===== src/rtl/regfile_wb_arbiter.sv =====
// Round-robin arbiter for the register-file write port, with a per-register
// pending-write scoreboard that decode uses for RAW hazard stalls.
module regfile_wb_arbiter #(
    parameter int unsigned NUM_SRC = 3,
    parameter int unsigned XLEN    = 32,
    parameter int unsigned AW      = 5
) (
    input  logic                    clk,
    input  logic                    rst,
    input  logic [NUM_SRC-1:0]      req_valid,
    output logic [NUM_SRC-1:0]      req_ready,
    input  logic [NUM_SRC*AW-1:0]   req_addr,
    input  logic [NUM_SRC*XLEN-1:0] req_data,
    input  logic                    issue_valid,
    input  logic [AW-1:0]           issue_rd,
    input  logic                    flush,
    output logic [(2**AW)-1:0]      busy,
    output logic                    reg_wr_en,
    output logic [AW-1:0]           rWA,
    output logic [XLEN-1:0]         rWData,
    output logic [1:0]              grant_id
);

    localparam int unsigned NREG = 2 ** AW;

    logic [1:0]      rr_ptr_q, rr_ptr_d;
    logic [NREG-1:0] busy_q, busy_d;
    logic [3:0]      valid_pad;
    logic [3:0]      ready_pad;
    logic [1:0]      cand;
    logic [1:0]      win;
    logic            found;
    logic [AW-1:0]   win_addr;
    logic [XLEN-1:0] win_data;

    // Padding to four slots keeps the 2-bit slot index in range for any NUM_SRC.
    always_comb begin
        valid_pad = 4'(req_valid);
        found     = 1'b0;
        win       = 2'd0;
        cand      = 2'd0;
        for (int unsigned i = 0; i < NUM_SRC; i++) begin
            cand = 2'((32'(rr_ptr_q) + i) % NUM_SRC);
            if (!found && valid_pad[cand]) begin
                found = 1'b1;
                win   = cand;
            end
        end
        ready_pad = '0;
        if (found) begin
            ready_pad[win] = 1'b1;
        end
        req_ready = ready_pad[NUM_SRC-1:0];
    end

    assign win_addr = req_addr[32'(win)*AW +: AW];
    assign win_data = req_data[32'(win)*XLEN +: XLEN];

    always_comb begin
        rr_ptr_d = rr_ptr_q;
        if (found) begin
            rr_ptr_d = (32'(win) + 1 == NUM_SRC) ? 2'd0 : win + 2'd1;
        end
    end

    // The issue is younger than the retiring write, so its set overrides the clear.
    always_comb begin
        busy_d = busy_q;
        if (found) begin
            busy_d[win_addr] = 1'b0;
        end
        if (issue_valid && issue_rd != '0) begin
            busy_d[issue_rd] = 1'b1;
        end
        busy_d[0] = 1'b0;
        if (flush) begin
            busy_d = '0;
        end
    end

    always_ff @(posedge clk or posedge rst) begin
        if (rst) begin
            rr_ptr_q  <= 2'd0;
            busy_q    <= '0;
            reg_wr_en <= 1'b0;
            rWA       <= '0;
            rWData    <= '0;
            grant_id  <= 2'd0;
        end else begin
            rr_ptr_q  <= rr_ptr_d;
            busy_q    <= busy_d;
            // Writes to x0 are accepted but never reach the register file.
            reg_wr_en <= found && (win_addr != '0);
            if (found) begin
                rWA      <= win_addr;
                rWData   <= win_data;
                grant_id <= win;
            end
        end
    end

    assign busy = busy_q;

endmodule


===== config.mk =====
export PLATFORM = sky130hd
export DESIGN_NAME = regfile_wb_arbiter
export DESIGN_NICKNAME = d
export VERILOG_FILES = /design/src/rtl/regfile_wb_arbiter.sv
export SDC_FILE = /design/constraint.sdc
export NUM_CORES = 1
export LEC_CHECK = 0
export CAP_MARGIN = 20
export CORE_MARGIN = 2
export CORE_UTILIZATION = 25
export CTS_CLUSTER_SIZE = 10
export DETAILED_ROUTE_END_ITERATION = 12
export PLACE_DENSITY_LB_ADDON = 0.2
export SETUP_SLACK_MARGIN = 0.5
export SYNTH_ARGS = -nofsm -noshare
export SYNTH_HDL_FRONTEND = slang
export SYNTH_SLANG_ARGS = --single-unit

===== constraint.sdc =====
create_clock -name clk -period 3.9 [get_ports clk]
set_input_delay 1.17 -clock clk [delete_from_list [all_inputs] [get_ports clk]]
set_output_delay 1.17 -clock clk [all_outputs]
set_load 0.03 [all_outputs]

==> impl_metrics.yaml <==
outcome:
  status: "finished clean"
cts:
  clk_latency_ps: 340
  clkTransAtPathRegs_ps: 60
  clock-sinks: 73
  cts_buffer_depth: 2
  h-tree-depth: 3
  root_buffer: "clkbuf_16"
  cts_buffers: 9
  cts_tree: "built"
yosys:
  ys_types: 56
  synthesis.area_sq_um: 4070
  synth_nets: 590
  ys_async_sr_fraction: 1.00
  synthFlopType: "dfrtp_1"
  yosysWarnings: 0
  synth-seq-area-share: 0.449
  syn_inst: 463
  ys_ff_latch: 73
  avgSynthCellArea_sq_um: 8.79
  synth_edf_count: 0
global_routing:
  gr-total-overflow: 0
  track_usage: 0.181
  grt_pass1_wl_mm: 24.8
  grt_max_degree: 58
  antenna_found_initial: 0
  grt_pass1_vias: 4467
route:
  wl_mm: 15.8
  wl_per_cell_um: 17.6
  vias_per_cell: 4.99
  drt-initial-drc-count: 382
  dr.pass1.iters: 5
  ant_nets: 0
  via_count: 4480
  drc: 0
floorplanning:
  initial_core_util: 0.256
  die_w_um: 132
  row_count: 46
  coreArea_sq_um: 15900
  dieArea_sq_um: 17300
  boundaryPins: 198
  dieHeight_um: 132
timing:
  hold_slack_ps: 474
  finalClockSkew_ps: 3.82
  rsz0062_at_grt: "yes"
  report.final.slew_viol_count: 0
  report.final.hold_viol_count: 0
  relSlewSlack: 0.519
  max_slew.worst_pin.slew_ps: 720
  fin_ws_ps: 341
  setup_viol: 0
  period_needed_ps: 3560
  fin_crit_sh: 0.912
  fmaxAchievable_mhz: 281
place:
  post-dp-hpwl_mm: 11.6
  place_congestion: 0.928
  dpl_cell_area_sq_um: 6470
  place_ws_ps: -281
  port_buffers: 196
power:
  max-vdd-ir-drop_mv: 0.555
  power_density_nw_per_um2: 905
  p_leak_uw: 0.00286
setup_path:
  critical_path_arrival_ps: 2390
  critPathKind: "input port to output port"
  critPathRequiredTime_ps: 2730
  cp-start-kind: "input port"
  end_kind: "output port"
  cp_max_fo: 3
cells_and_area:
  mostFrequentLayoutCell: "clkdlybuf4s50_1"
  drive_above_1_share: 0.138
  fin_nets: 804
  final_area_sq_um: 6940
  area_delta_synth_final_pct: 70.5
  num_antenna_cells: 0
  final_cell_mix: "190 x clkdlybuf4s50_1, 99 x nand2_1, 72 x dfrtp_1"
hold_path:
  min_path_type: "flop to flop"
run:
  drv_cap: 0
## report_power, final
part / total (uW) / leakage [uW] / internal [uW] / switching [uW]
clock network: 816 / 0.000146 / 492 / 324
logic: 4300 / 0.00179 / 1810 / 2490
registers: 1160 / 0.000932 / 1020 / 136
## routing by layer
| metal | track usage | vias up | part of all wire |
|---|---|---|---|
| li1 | - | 2134 | - |
| met1 | 0.232 | 2159 | 0.43 |
| met2 | 0.298 | 170 | 0.49 |
| met3 | 0.0386 | 17 | 0.060 |
| met4 | 0.0676 | 0 | 0.017 |
| met5 | 0 | - | 0 |
## cell usage after synthesis (all sizes together), types with 10 or more instances
master  number  area, sq um
nand2       99          372
dfrtp       73         1830
o21ai       49          260
a21oi       32          168
nor2        29          111
a222oi      23          230
buf         21          114
clkbuf      12         45.0
nand3       12         60.1
nor2b       11         68.8
a21o        10         75.1
## per-stage QoR
step | power [uW] | utilization | cells | TNS [ps]
finish | 6280 | 0.437 | 898 | 0
global route | 6740 | 0.437 | 898 | 0
CTS | 6210 | 0.431 | 891 | 0
detailed placement | 5250 | 0.407 | 874 | -789
global placement | 5200 | 0.407 | 874 | -370
floorplan | 3700 | - | 463 | 0
## sequential cells by signal (all words and copies together) (netlist names)
name and count:
rr_ptr_q 2, grant_id 2, rWData 32, rWA 5, reg_wr_en 1, busy 31
## area by class of cell
cell class                 count  area (sq um)
clock inverter                 6          58.8
timing repair buffer         236          2340
tap                          216           270
fill                        1576          8940
clock buffer                  10           229
sequential                    73          1830
inverter                       8          30.0
multi-input combinational    349          2190
## worst max-delay path, cell delays in order
cell      delay (ps)
buf_12            90
mux2i_4           60
o21a_1           210
a211oi_4         310
nor2_4            70
nor3_4           290
buf_6            180
## final timing paths
kind,from,end,slack (ps),cells past startpoint
worst min-delay path,rWData[3]$_DFFE_PP0N_,rWData[3]$_DFFE_PP0N_,470,1
max in group asynchronous,rst,busy[22]$_DFF_PP0_,2000,3
worst min register to register,rWData[3]$_DFFE_PP0N_,rWData[3]$_DFFE_PP0N_,470,1
worst max register to register,rr_ptr_q[1]$_DFFE_PP0N_,busy[5]$_DFF_PP0_,770,15
worst max-delay path,req_valid[0],req_ready[0],340,7
min in group asynchronous,rst,rWData[2]$_DFFE_PP0N_,1220,2
## what timing repair did
item / 4_1_cts / 5_1_grt
hold buffers: 0 / 0
endpoints found under the setup margin: 48 / 3
gates resized for setup: 34 / 10
pin swaps: 5 / 8
setup buffers: 1 / 7
## logic make-up after synthesis
group,share of synthesized area
mux,0.0181
other cells,0.000921
buf+inv,0.0464
compound gates,0.271
flops,0.449
fa+ha+maj,0.0123
simple gates,0.202
Power figures use the tool's default switching activity.
